==> src/rtl/uart_pkg.sv <==
// uart_pkg: shared state encoding, requester limit and index helper for the UART TX arbiter
package uart_pkg;
    localparam int MAX_REQ = 8;
    typedef enum logic [1:0] {IDLE = 2'd0, START = 2'd1, BUSY = 2'd2, HOLD = 2'd3} state_t;
    function automatic logic [2:0] next_idx(input logic [2:0] idx, input int n);
        return (int'(idx) == n - 1) ? 3'd0 : idx + 3'd1;
    endfunction
endpackage

==> src/rtl/uart_rr_picker.sv <==
// uart_rr_picker: rotate-priority encoder, first valid index at or above ptr, wrapping to the lowest
module uart_rr_picker import uart_pkg::*; #(
    parameter int N = 4
) (
    input  logic [N-1:0]                 valid,
    input  logic [$clog2(MAX_REQ)-1:0]   ptr,
    output logic                         found,
    output logic [$clog2(MAX_REQ)-1:0]   idx
);
    localparam int IW = $clog2(MAX_REQ);
    // Lowest set bit overall is the wrap-around fallback; a set bit at or above ptr overrides it.
    always_comb begin
        found = 1'b0;
        idx = '0;
        for (int i = N - 1; i >= 0; i--)
            if (valid[i]) begin
                found = 1'b1;
                idx = IW'(i);
            end
        for (int i = N - 1; i >= 0; i--)
            if (valid[i] && IW'(i) >= ptr)
                idx = IW'(i);
    end
endmodule

==> src/rtl/uart_tx_arbiter.sv <==
// uart_tx_arbiter: round-robin, packet-locked sharing of one UART transmitter among NUM_REQ byte sources
module uart_tx_arbiter import uart_pkg::*; #(
    parameter int NUM_REQ      = 4,
    parameter int HOLD_TIMEOUT = 4096
) (
    input  logic                   clk,
    input  logic                   reset,
    input  logic [NUM_REQ-1:0]     req_valid,
    input  logic [8*NUM_REQ-1:0]   req_byte,
    input  logic [NUM_REQ-1:0]     req_last,
    output logic [NUM_REQ-1:0]     req_ready,
    output logic                   tx_start,
    output logic [7:0]             tx_byte,
    input  logic                   tx_done,
    output logic [2:0]             grant_id,
    output logic                   busy,
    output logic                   lock_abort
);
    localparam int IW = $clog2(MAX_REQ);
    localparam int HW = $clog2(HOLD_TIMEOUT);

    state_t          state;
    logic [IW-1:0]   rr_ptr, owner, pick_idx, sel;
    logic            last_q, found, accept, sel_valid, sel_last;
    logic [7:0]      sel_byte;
    logic [HW-1:0]   hold_cnt;

    uart_rr_picker #(.N(NUM_REQ)) picker (
        .valid (req_valid),
        .ptr   (rr_ptr),
        .found (found),
        .idx   (pick_idx)
    );

    // While a packet is locked only its owner is looked at.
    always_comb begin
        sel = (state == HOLD) ? owner : pick_idx;
        sel_valid = 1'b0;
        sel_last = 1'b0;
        sel_byte = '0;
        for (int i = 0; i < NUM_REQ; i++)
            if (IW'(i) == sel) begin
                sel_valid = req_valid[i];
                sel_last = req_last[i];
                sel_byte = req_byte[8*i +: 8];
            end
        accept = !reset && ((state == IDLE) ? found : (state == HOLD) && sel_valid);
        for (int i = 0; i < NUM_REQ; i++)
            req_ready[i] = accept && IW'(i) == sel;
    end

    assign grant_id = owner;
    assign busy = state != IDLE;

    always_ff @(posedge clk or posedge reset) begin
        if (reset) begin
            state <= IDLE;
            rr_ptr <= '0;
            owner <= '0;
            last_q <= 1'b0;
            tx_byte <= '0;
            tx_start <= 1'b0;
            lock_abort <= 1'b0;
            hold_cnt <= '0;
        end else begin
            tx_start <= accept;
            lock_abort <= 1'b0;
            if (accept) begin
                tx_byte <= sel_byte;
                last_q <= sel_last;
                owner <= sel;
            end
            case (state)
                IDLE:  state <= accept ? START : IDLE;
                START: state <= BUSY;
                BUSY:
                    if (tx_done) begin
                        state <= last_q ? IDLE : HOLD;
                        hold_cnt <= '0;
                        if (last_q)
                            rr_ptr <= next_idx(owner, NUM_REQ);
                    end
                HOLD:
                    if (accept)
                        state <= START;
                    else if (hold_cnt == HW'(HOLD_TIMEOUT - 1)) begin
                        lock_abort <= 1'b1;
                        rr_ptr <= next_idx(owner, NUM_REQ);
                        state <= IDLE;
                    end else
                        hold_cnt <= hold_cnt + 1'b1;
            endcase
        end
    end
endmodule

==> config.mk <==
export PLATFORM = sky130hd
export DESIGN_NAME = uart_tx_arbiter
export DESIGN_NICKNAME = d
export VERILOG_FILES = /design/src/rtl/uart_pkg.sv /design/src/rtl/uart_rr_picker.sv /design/src/rtl/uart_tx_arbiter.sv
export SDC_FILE = /design/constraint.sdc
export NUM_CORES = 1
export LEC_CHECK = 0
export CAP_MARGIN = 20
export CORE_UTILIZATION = 40
export DETAILED_ROUTE_END_ITERATION = 10
export GPL_TIMING_DRIVEN = 0
export HOLD_SLACK_MARGIN = 0.05
export PLACE_DENSITY = 0.67
export SYNTH_ARGS = -nofsm -noshare
export SYNTH_HDL_FRONTEND = slang
export SYNTH_SLANG_ARGS = --single-unit
==> constraint.sdc <==
create_clock -name clk -period 5.3 [get_ports clk]
set_clock_uncertainty 0.1 [all_clocks]
set_input_delay 0.795 -clock clk [delete_from_list [all_inputs] [get_ports clk]]
set_output_delay 0.795 -clock clk [all_outputs]
set_load 0.01 [all_outputs]
==> results.ini <==
[layout]
fin_nets = 358
drive_above_1_share_pct = 6.80
syn_to_final_growth_pct = 38.7
multi_input_area_um2 = 1260
nFillCells = 489
n_antenna_cell = 0
regArea_um2 = 776

[outcome]
status = complete, no violations

[synthesis]
synthMuxAreaShare_pct = 8.06
syn_inst = 241
async_flop_share_pct = 100
seq_area_frac_synth_pct = 36.7
ys_warn_count = 0
yosys.area_share.adder_pct = 3.55
synth-compound-area-share_pct = 25.9
synth-simple-area-share_pct = 21.6
synth_edf_count = 0
yosysUniqueCellTypes = 49
syn_nets = 290
syn_area_um2 = 2110
yosys.area.top_type_share_pct = 36.7
synth-xor-area-share_pct = 0.415
synth_ff_type = dfrtp_1
ys_seq_elements = 31
avgSynthCellArea_um2 = 8.76
synth_top_family_by_area = compound AO/OA/AOI/OAI gates
yosysTopAreaCell = dfrtp_1
synth_area_leaders = dfrtp_1 37%, nand2_1 6.4%, o21ai_0 6.2%

[sta]
fin_ws_ps = 520
rsz0062_at_grt = false
fin_crit_sh_pct = 90.2
fmax_mhz = 209
hold_viol_final = 0
tightestPinTransition_ps = 737
setup_viol = 0
fin_setup_tns_ps = 0
slew_violations = 0
whs_ps = 377
min_period_ps = 4780
relSlewSlack_pct = 50.1

[grt]
antenna_found_initial = 0
grt_pass1_wl_mm = 9.21
grt_util_all_layers_pct = 21.9
grt_pass1_vias = 2040
grt_max_degree = 18
grt_overflow = 0

[placement]
hpwl_mm = 4.08
preCtsSetupSlack_ps = 441
gp_congestion = 0.775
port-buffer-count = 60

[worst_setup_path]
start_kind = primary input
critical_path.slowest_cell = clkdlybuf4s50_1
cp_max_fo = 17
critical_path.endpoint_type = primary output
crit_chain = clkdlybuf4s50_1, inv_1, buf_16, a31oi_1, a31oi_1, o31a_4, nand2_1, clkbuf_1, nor4_1, clkdlybuf4s50_1
crit_buf_inv = 5
required_ps = 4410
max_stage_delay_ps = 590
worst-endpoint-arrival_ps = 3890
critPathKind = primary input to primary output
crit_family = buffers and inverters

[clock_tree]
numCtsBuffers = 5
postCtsSetupBuffers = 0
clk_latency_ps = 290
cts.reportedPaths.clkPinSlew_ps = 60
cts_max_level = 2
cts_resized = 0
clock_path_buffers = 2
cts_tree = built
cts_sinks = 31
ctsRootBufferMaster = clkbuf_8
hold_buffers = 0

[pwr]
power_leakage_nw = 1.21
ir_drop_uv = 266
power_density_nw_per_um2 = 458

[die]
dieArea_um2 = 5570
initial_core_util_pct = 41.4
ios = 61
die_w_um = 74.7
die_height_um = 74.7
core_um2 = 5110
rows = 26

[detailed_routing]
viasPerCell = 5.48
drt-pass1-iter-count = 4
vias = 2077
drc_errors = 0
wl_mm = 5.34
wl_per_cell_um = 14.1
final_antenna_net_count = 0
drtIter0Drc = 74

[run]
cap_violations = 0

[min_path]
hold_path_class = flip-flop to flip-flop

power by group:
group	switching (mW)	internal [mW]	total [mW]
logic	0.386	0.351	0.737
registers	0.0637	0.313	0.377
clock network	0.0893	0.138	0.227
total	0.539	0.802	1.34
area by class of cell:
| class | instances | share of cell area, % |
|---|---|---|
| sequential | 31 | 26.5 |
| clock buffer | 6 | 2.48 |
| tap | 70 | 2.99 |
| buffer | 10 | 1.28 |
| inverter | 11 | 1.41 |
| timing repair buffer | 61 | 21.4 |
| clock inverter | 1 | 1.02 |
| multi-input combinational | 189 | 42.9 |
layout by cell type (no fill, tap or decap), drive strengths merged, types with 4 or more instances in the layout:
cell | netlist | final
or3 | 7 | 7
nand4 | 5 | 5
a21oi | 11 | 11
o211ai | 7 | 7
ha | 6 | 6
nand2b | 4 | 4
and2 | 4 | 4
mux2i | 11 | 11
inv | 10 | 10
and3 | 4 | 4
dfrtp | 31 | 31
nand3 | 5 | 5
clkdlybuf4s50 | 0 | 60
a22oi | 8 | 8
nor2 | 12 | 12
nand2 | 36 | 36
o21ai | 26 | 26
mux2 | 5 | 5
nor2b | 5 | 5
clkbuf | 9 | 15
worst paths after layout:
path | from | endpoint | slack (ps) | cells after the start
setup reg to reg | state[0] | rr_ptr[2] | 2190 | 8
setup / recovery | reset | req_ready[2] | 520 | 10
hold / removal | tx_byte[0] | tx_byte[0] | 380 | 2
max in group asynchronous | reset | tx_byte[0] | 3700 | 3
min in group asynchronous | reset | grant_id[1] | 860 | 2
hold reg to reg | tx_byte[0] | tx_byte[0] | 380 | 2
kinds of logic after synthesis:
family	count (synthesis)
flip-flops	31
multiplexers	16
AND/OR/NAND/NOR	91
AO/OA/AOI/OAI	75
XOR/XNOR	1
adder cells (fa/ha/maj)	6
buffers and inverters	21
cell usage after synthesis (3+ instances only):
cell / count
a21oi_1: 9
a22oi_1: 8
and3_1: 4
clkbuf_1: 9
dfrtp_1: 31
ha_1: 6
inv_1: 10
mux2_2: 4
mux2i_1: 11
nand2_1: 36
nand2b_1: 4
nand3_1: 5
nand4_1: 5
nor2_1: 12
nor2b_1: 5
o211ai_1: 7
o21ai_0: 26
o31ai_1: 3
or3_1: 7
or4_1: 3
tightest hold or removal path, delay by kind of cell (launching register included):
kind	cells	cell delay [ps]
simple gates	1	50
flops	1	340
compound gates	1	60
metrics by stage:
| step | cells | instance area [um2] | util, % | total power, mW |
|---|---|---|---|---|
| 2_1_floorplan | 241 | 2110 | - | 0.861 |
| 3_3_place_gp | 371 | 2800 | 54.8 | 1.11 |
| 3_5_place_dp | 372 | 2830 | 55.4 | 1.12 |
| 4_1_cts | 379 | 2930 | 57.4 | 1.35 |
| 5_1_grt | 379 | 2930 | 57.4 | 1.46 |
| 6_report | 379 | 2930 | 57.4 | 1.34 |
flip-flops by register name, indices dropped and copies added (netlist names):
name	flops
grant_id	3
hold_cnt	12
last_q	1
lock_abort	1
rr_ptr	3
state	2
tx_byte	8
tx_start	1
layer usage:
| metal | GRT usage [%] | vias to the layer above | wire [um] |
|---|---|---|---|
| met2 | 37.3 | 62 | 2590 |
| met4 | 7.55 | 0 | 75 |
| met1 | 26.3 | 984 | 2390 |
| li1 | - | 1024 | - |
| met3 | 6.56 | 7 | 287 |
| met5 | 0 | - | 0 |
No activity file was read; power rests on OpenSTA's default activity.
